==> config.mk <==
export PLATFORM = sky130hd
export DESIGN_NAME = video_pattern_gen
export DESIGN_NICKNAME = d
export VERILOG_FILES = /design/src/rtl/video_pattern_pkg.sv /design/src/rtl/bar_seg_counter.sv /design/src/rtl/video_pattern_gen.sv
export SDC_FILE = /design/constraint.sdc
export NUM_CORES = 1
export LEC_CHECK = 0
export BUFFER_PORTS_ARGS = -buffer_cell sky130_fd_sc_hd__buf_4
export CAP_MARGIN = 10
export CORE_UTILIZATION = 35
export DETAILED_ROUTE_END_ITERATION = 10
export GPL_ROUTABILITY_DRIVEN = 0
export HOLD_SLACK_MARGIN = 0.15
export SLEW_MARGIN = 5
export SYNTH_ARGS = -nofsm -noshare
export SYNTH_HDL_FRONTEND = slang
export SYNTH_SLANG_ARGS = --single-unit
==> constraint.sdc <==
create_clock -name rgb_clk -period 3.4 [get_ports rgb_clk]
set_input_delay 0.17 -clock rgb_clk [delete_from_list [all_inputs] [get_ports rgb_clk]]
set_output_delay 0.17 -clock rgb_clk [all_outputs]
set_load 0.05 [all_outputs]
==> src/rtl/video_pattern_pkg.sv <==
// Shared constants and helpers for the video test-pattern generator.
package video_pattern_pkg;

  localparam logic [2:0] PAT_BITWALK = 3'd0;
  localparam logic [2:0] PAT_BARS    = 3'd1;
  localparam logic [2:0] PAT_RAMP    = 3'd2;
  localparam logic [2:0] PAT_CHECK   = 3'd3;
  localparam logic [2:0] PAT_SCROLL  = 3'd4;

  localparam int FRAME_CNT_W = 16;

  typedef struct packed {
    logic hs;
    logic vs;
    logic de;
  } sync_t;

  // Classic 8-bar sequence: white, yellow, cyan, green, magenta, red, blue, black.
  function automatic logic [2:0] bar_colour(input logic [2:0] k);
    return {~k[1], ~k[2], ~k[0]};
  endfunction

endpackage

==> src/rtl/bar_seg_counter.sv <==
// Division-free bar position tracker: pixel-within-bar and bar index.
module bar_seg_counter #(
  parameter int BAR_W   = 8,
  parameter int BAR_NUM = 8,
  parameter int SEG_W   = (BAR_W > 1) ? $clog2(BAR_W) : 1,
  parameter int IDX_W   = $clog2(BAR_NUM)
) (
  input  logic             clk,
  input  logic             rst,
  input  logic             load_i,
  input  logic             adv_i,
  input  logic             wrap_i,
  input  logic [SEG_W-1:0] load_seg_i,
  input  logic [IDX_W-1:0] load_idx_i,
  output logic [IDX_W-1:0] idx_o
);

  logic [SEG_W-1:0] seg_q;
  logic [IDX_W-1:0] idx_q;

  // NOTE: sequential state is assigned with <= only, so every register sees pre-edge values.
  always_ff @(posedge clk or posedge rst) begin
    if (rst) begin
      seg_q <= '0;
      idx_q <= '0;
    end else if (load_i) begin
      seg_q <= load_seg_i;
      idx_q <= load_idx_i;
    end else if (adv_i) begin
      if (seg_q == SEG_W'(BAR_W - 1)) begin
        seg_q <= '0;
        // Saturating on the last bar lets remainder pixels join it; wrap is for scrolling.
        if (idx_q == IDX_W'(BAR_NUM - 1))
          idx_q <= wrap_i ? '0 : idx_q;
        else
          idx_q <= idx_q + IDX_W'(1);
      end else begin
        seg_q <= seg_q + SEG_W'(1);
      end
    end
  end

  assign idx_o = idx_q;

endmodule

==> src/rtl/video_pattern_gen.sv <==
// Test-pattern source between the timing generator and the DVI transmitter.
// Two-stage pipeline: stage 1 holds counters/indices, stage 2 holds colour.
module video_pattern_gen
  import video_pattern_pkg::*;
#(
  parameter int H_ACTIVE    = 1920,
  parameter int V_ACTIVE    = 1080,
  parameter int BAR_NUM     = 16,
  parameter int CW          = 8,
  parameter int CHK_LOG2    = 5,
  parameter int SCROLL_STEP = 1
) (
  input  logic                   rgb_clk,
  input  logic                   rgb_rst,
  input  logic [2:0]             mode,
  input  logic                   in_hs,
  input  logic                   in_vs,
  input  logic                   in_de,
  output logic                   out_hs,
  output logic                   out_vs,
  output logic                   out_de,
  output logic [CW-1:0]          out_r,
  output logic [CW-1:0]          out_g,
  output logic [CW-1:0]          out_b,
  output logic [FRAME_CNT_W-1:0] frame_cnt
);

  localparam int BAR_W = H_ACTIVE / BAR_NUM;
  localparam int XY_W  = $clog2((H_ACTIVE > V_ACTIVE) ? H_ACTIVE : V_ACTIVE);
  localparam int SEG_W = (BAR_W > 1) ? $clog2(BAR_W) : 1;
  localparam int IDX_W = $clog2(BAR_NUM);
  localparam int RGB_W = 3 * CW;
  localparam logic [RGB_W-1:0] WALK_MSB = {1'b1, {(RGB_W-1){1'b0}}};

  sync_t                  s1_q, s2_q;
  logic [XY_W-1:0]        x_q, y_q;
  logic [2:0]             act_mode_q;
  logic [FRAME_CNT_W-1:0] frame_q;
  logic [IDX_W-1:0]       start_idx_q, start_idx_d, bar_idx;
  logic [SEG_W-1:0]       start_seg_q, start_seg_d;
  logic [SEG_W:0]         seg_sum;
  logic [RGB_W-1:0]       rgb_q, rgb_d;
  logic [2:0]             bar_rgb;
  logic                   vs_rise, de_rise, de_fall, scroll, chk;

  assign vs_rise = in_vs & ~s1_q.vs;
  assign de_rise = in_de & ~s1_q.de;
  assign de_fall = ~in_de & s1_q.de;
  assign scroll  = (act_mode_q == PAT_SCROLL);

  // Scroll offset advance with carry from pixel-in-bar into bar index.
  // NOTE: every always_comb output gets a default first, so no latch can be inferred.
  always_comb begin
    seg_sum     = {1'b0, start_seg_q} + (SEG_W+1)'(SCROLL_STEP);
    start_seg_d = SEG_W'(seg_sum);
    start_idx_d = start_idx_q;
    if (seg_sum >= (SEG_W+1)'(BAR_W)) begin
      start_seg_d = SEG_W'(seg_sum - (SEG_W+1)'(BAR_W));
      start_idx_d = (start_idx_q == IDX_W'(BAR_NUM - 1)) ? '0 : start_idx_q + IDX_W'(1);
    end
  end

  always_ff @(posedge rgb_clk or posedge rgb_rst) begin
    if (rgb_rst) begin
      s1_q        <= '0;
      x_q         <= '0;
      y_q         <= '0;
      act_mode_q  <= PAT_BITWALK;
      frame_q     <= '0;
      start_idx_q <= '0;
      start_seg_q <= '0;
    end else begin
      s1_q <= '{hs: in_hs, vs: in_vs, de: in_de};
      if (in_de)
        x_q <= de_rise ? '0 : x_q + XY_W'(1);
      if (vs_rise) begin
        act_mode_q  <= mode;
        frame_q     <= frame_q + FRAME_CNT_W'(1);
        y_q         <= '0;
        start_idx_q <= start_idx_d;
        start_seg_q <= start_seg_d;
      end else if (de_fall) begin
        y_q <= y_q + XY_W'(1);
      end
    end
  end

  bar_seg_counter #(
    .BAR_W   (BAR_W),
    .BAR_NUM (BAR_NUM),
    .SEG_W   (SEG_W),
    .IDX_W   (IDX_W)
  ) u_bar_cnt (
    .clk        (rgb_clk),
    .rst        (rgb_rst),
    .load_i     (de_rise),
    .adv_i      (in_de & s1_q.de),
    .wrap_i     (scroll),
    .load_seg_i (scroll ? start_seg_q : '0),
    .load_idx_i (scroll ? start_idx_q : '0),
    .idx_o      (bar_idx)
  );

  assign bar_rgb = bar_colour(3'(bar_idx));
  assign chk     = 1'((x_q ^ y_q) >> CHK_LOG2);

  always_comb begin
    rgb_d = '0;
    if (s1_q.de) begin
      case (act_mode_q)
        PAT_BITWALK:       rgb_d = WALK_MSB >> (int'(bar_idx) % RGB_W);
        PAT_BARS,
        PAT_SCROLL:        rgb_d = {{CW{bar_rgb[2]}}, {CW{bar_rgb[1]}}, {CW{bar_rgb[0]}}};
        PAT_RAMP:          rgb_d = {3{CW'(x_q)}};
        PAT_CHECK:         rgb_d = chk ? '0 : '1;
        default:           rgb_d = '0;
      endcase
    end
  end

  always_ff @(posedge rgb_clk or posedge rgb_rst) begin
    if (rgb_rst) begin
      s2_q  <= '0;
      rgb_q <= '0;
    end else begin
      s2_q  <= s1_q;
      rgb_q <= rgb_d;
    end
  end

  assign out_hs               = s2_q.hs;
  assign out_vs               = s2_q.vs;
  assign out_de               = s2_q.de;
  assign {out_r, out_g, out_b} = rgb_q;
  assign frame_cnt            = frame_q;

endmodule

* Word-level counts from Yosys, hierarchy flattened
Cells that the tools add are included.
Operators by class: reduce and logical (&&, ||, !) cells 7, magnitude comparators 1, eq/ne operators 8, bitwise gates (word level) 11, multiply operators 0, multiplexer cells 18, shifts and indexed selects 1, div/mod/pow operators 1, add/sub/neg operators 8
Operators with widths (number):
- $pmux W24 S4 | 1
- $mux W24 | 2
- $mux W7 | 5
- $mux W11 | 3
- $mod A5 B6 Y32 const B | 1
- $shr A24 B32 Y24 const A | 1
- $mux W4 | 7
- $add A11 B1 Y11 const B | 2
- $add A16 B1 Y16 const B | 1
- $add A4 B1 Y4 const B | 2
- $add A7 B1 Y8 const B | 1
- $eq A4 B4 Y1 const B | 2
- $ge A8 B7 Y1 const B | 1
- $add A7 B1 Y7 const B | 1
- $eq A7 B7 Y1 const B | 1
- $sub A7 B7 Y7 const B | 1
- $eq A3 B2 Y1 const B | 2
- $not A1 Y1 | 6
- $reduce_bool A2 Y1 | 3
- $xor A6 B6 Y6 | 1
- $and A1 B1 Y1 | 4
- $eq A3 B1 Y1 const B | 1
- $eq A3 B3 Y1 const B | 1
- $logic_not A3 Y1 | 1
- 4 further kinds | 4
Word-level totals: output and inout bits 43, bits in read-only memories 0, memories 0, latch bits 0, bits in writable memories 0, bits in registers 93, bits of input ports 8

* Longest topological paths before layout
word-level depth 6, depth in mapped cells 7, depth with buffers taken out 7

* By module
Synthesis repeated with hierarchy kept, for this count alone.
Unflattened totals: cells, all modules 409, area, all modules 4240.3 um^2
Modules (own cells, without submodules):
- video_pattern_gen | seq. area each 1851.8 um^2, cells an instance 336, area each 3520.9 um^2, times used 1
- bar_seg_counter | seq. area each 275.3 um^2, cells an instance 73, area each 719.4 um^2, times used 1

* Worst setup path after synthesis
No wires, ideal clock.
path kind register -> register, from register start_seg_q[0], to register start_idx_q[0], data required time 3.275 ns, arrival time 1.875 ns, path slack 1.400 ns, period minus slack after synthesis 2.000 ns, buffers on the path 0, cell stages (with the launch flop) 7, cells stage by stage dfrtp_1 > ha_1 > and3b_1 > o221a_2 > o31ai_2 > or3_4 > mux2_4
Between the ends: longest elaborated chain between the ends 3
Ends and longest elaborated chain:
- start, declared | line video_pattern_gen.sv:40 | logic [SEG_W-1:0] start_seg_q, start_seg_d;
- start signal, assigned | line video_pattern_gen.sv:81 | start_seg_q <= start_seg_d;
- $add A7 B1 Y8 | line video_pattern_gen.sv:54 | seg_sum = {1'b0, start_seg_q} + (SEG_W+1)'(SCROLL_STEP);
- $ge A8 B7 Y1 | line video_pattern_gen.sv:57 | if (seg_sum >= (SEG_W+1)'(BAR_W)) begin
- $reduce_and A2 Y1 (no source line)
- end signal, assigned | line video_pattern_gen.sv:80 | start_idx_q <= start_idx_d;
- end, declared | line video_pattern_gen.sv:39 | logic [IDX_W-1:0] start_idx_q, start_idx_d, bar_idx;
No other way between the ends. A chain may end at the register's enable or synchronous reset.

* Worst setup path after layout
Same ends and word-level chain as after synthesis.

==> results_dict.tcl <==
set metrics [dict create \
    cp-start-kind "register" \
    cts_sinks 85 \
    cpLargestDelayFamily "compound AO/OA/AOI/OAI gates" \
    critPathMaxStageDelay_ns 0.46 \
    wl_per_cell_um 13.3 \
    grt_max_degree 63 \
    timing.final.crit_share_pct 61.9 \
    synth_top_area_share_pct 51.6 \
    synthCells 405 \
    cts-root-buf "clkbuf_16" \
    antenna_found_initial 0 \
    initial_core_util_pct 36.0 \
    clkTransAtPathRegs_ns 0.06 \
    synthTopCellsByArea "dfrtp_1 (52%), nand2_1 (6.4%), xnor2_1 (4.7%)" \
    r2r_end "start_idx_q[0]" \
    synthToLayoutAreaGrowth_pct 20.2 \
    hp-start "s1_q[2]" \
    place_hpwl_um 5640 \
    clock_path_buffers 2 \
    synth_cell_types 57 \
    fin_area_mm2 0.00496 \
    rsz0062_at_grt "false" \
    io_buffer_count 50 \
    clkLatencyLatePin_ns 0.34 \
    io-pin-count 51 \
    synth_nets 427 \
    worstMarginPinSlew_ns 0.670 \
    arrival_ns 2.33 \
    setup_tns_ns 0 \
    synth-edff-count 0 \
    path_buf_inv 0 \
    die_h_um 111 \
    grt-ovfl-total 0 \
    dr.pass1.iters 6 \
    drive_above_1_share_pct 18.8 \
    synth_seq_area_share_pct 51.6 \
    yosys_warnings 0 \
    antenna_cells 0 \
    cts_tree "done" \
    grt_pass1_vias 2962 \
    ys.flop_type "dfrtp_1" \
    crit_required_ns 3.62 \
    hold_path.class "register to register" \
    grt_util_all_layers_pct 14.2 \
    fp.dieW_um 111 \
    avgSynthCellArea_um2 10.2 \
    critPathKind "register to register" \
    synth_most_common_cell "dfrtp_1" \
    max_slew_margin_pct 55.2 \
    hold-path-endpoint "out_hs" \
    cts_resized 0 \
    finalHoldViolations 0 \
    power_leakage_nw 2.25 \
    grt_pass1_wl_um 14200 \
    avgViaCountPerCell 5.16 \
    dieArea_mm2 0.0122 \
    cts_htree_levels 3 \
    crit_chain "ha_1 > and3b_1 > o221a_2 > o31ai_2 > or3_4 > mux2_4" \
    drcViolationCount 0 \
    synth_top_area_cell "dfrtp_1" \
    slowest_stage "dfrtp_1" \
    status "finished, final reports clean" \
    rr_worst_depth 6 \
    row_count 39 \
    period_needed_ns 2.11 \
    synthArstFlopShare_pct 100 \
    endpoint_kind "register" \
    cts_buffers 9 \
    hold_path_depth 0 \
    ir_drop_uv 504 \
    post_cts_buffers 0 \
    drt_iter0_drc 114 \
    r2r_slack_ns 1.29 \
    dpl.cell_count 581 \
    ys_seq_elements 85 \
    fin_cells 605 \
    synth_commonest_cells "dfrtp_1 (85), nand2_1 (70), a21oi_1 (25)" \
    netlist_area_mm2 0.00413 \
    r2r-start "start_seg_q[0]" \
    drv_slew 0 \
    core_mm2 0.0115 \
    wl_um 8020 \
    ant_nets 0 \
    fmax_mhz 475 \
    finalNetCount 479 \
    fillerInstances 1116 \
    path_max_fanout 7 \
    placed_area_mm2 0.00459 \
    drv_cap 0 \
    vias 3124 \
    p_per_area_mw_per_mm2 670 \
    setup_viol 0 \
    skew_ns 0.0103 \
]
## per-layer routing
layer  share of wire (%)  vias up  GRT usage [%]
li1                    -     1528              -
met1                  48     1528           18.7
met2                  48       62           23.1
met3                 3.1        6           2.85
met4                 1.1        0           5.33
met5                   0        -              0
## metrics by stage
stage / power, mW / hold slack (ns) / utilization (%) / setup slack, ns
2_1_floorplan: 2.18 / 0.201 / - / 1.04
3_3_place_gp: 2.42 / 0.281 / 40.0 / 1.34
3_5_place_dp: 2.44 / 0.286 / 40.0 / 1.29
4_1_cts: 3.36 / 0.361 / 43.1 / 1.29
5_1_grt: 3.53 / 0.369 / 43.2 / 1.18
6_report: 3.32 / 0.352 / 43.2 / 1.29
## final cells by class
type                       count  area (um2)  area share [%]
sequential                    85        2130            42.9
timing repair buffer          60         480            9.69
multi-input combinational    293        1860            37.6
inverter                       8        31.3           0.631
tap                          143         179            3.61
clock inverter                 6        47.5           0.959
clock buffer                  10         229            4.62
## cell usage in the layout (no fill, tap or decap), types with 14 or more instances in the layout
| master | instances |
|---|---|
| o21ai_0 | 16 |
| nand3_1 | 15 |
| a21oi_1 | 25 |
| ha_1 | 14 |
| xnor2_1 | 22 |
| dfrtp_1 | 85 |
| nand2_1 | 70 |
| buf_4 | 52 |
| nor2_1 | 22 |
| a31oi_1 | 18 |
## logic make-up after synthesis
| logic type | after synthesis | share of synthesized area [%] |
|---|---|---|
| AOI/OAI and AO/OA | 88 | 13.8 |
| xor gates and xnor gates | 30 | 6.37 |
| adders and majority gates | 14 | 4.25 |
| buffers and inverters | 27 | 3.25 |
| DFF | 85 | 51.6 |
| muxes | 8 | 2.27 |
| and+or+nand+nor | 153 | 18.5 |
## how the worst max path moves through the flow
stage	slack [ns]	cells past startpoint	from	endpoint
final	1.29	6	start_seg_q[0]	start_idx_q[0]
after global routing	1.18	6	start_seg_q[0]	start_idx_q[0]
after CTS	1.29	6	start_seg_q[0]	start_idx_q[0]
after detailed placement	1.29	6	start_seg_q[0]	start_idx_q[1]
after global placement	1.34	6	start_seg_q[0]	start_idx_q[1]
after floorplan	1.04	1	rgb_rst	act_mode_q[0]
## power breakdown
group          total (mW)  switching [mW]  internal, mW
sequential           1.41           0.233          1.18
combinational        1.01           0.641         0.370
clock               0.900           0.400         0.500
## flip-flops by register name, summed over array words and instances (netlist names)
signal and count:
rgb_q 24, frame_cnt 16, x_q 8, start_seg_q 7, u_bar_cnt.seg_q 7, y_q 6, start_idx_q 4, u_bar_cnt.idx_o 4
act_mode_q 3, s1_q 3, out_de 1, out_hs 1, out_vs 1
## timing repair
action / in CTS / in global routing
hold buffers: 7 / 0
hold endpoints to repair: 67 / 0
endpoints found under the setup margin: 0 / 0
Note: power is estimated with default switching activity, not from simulation.
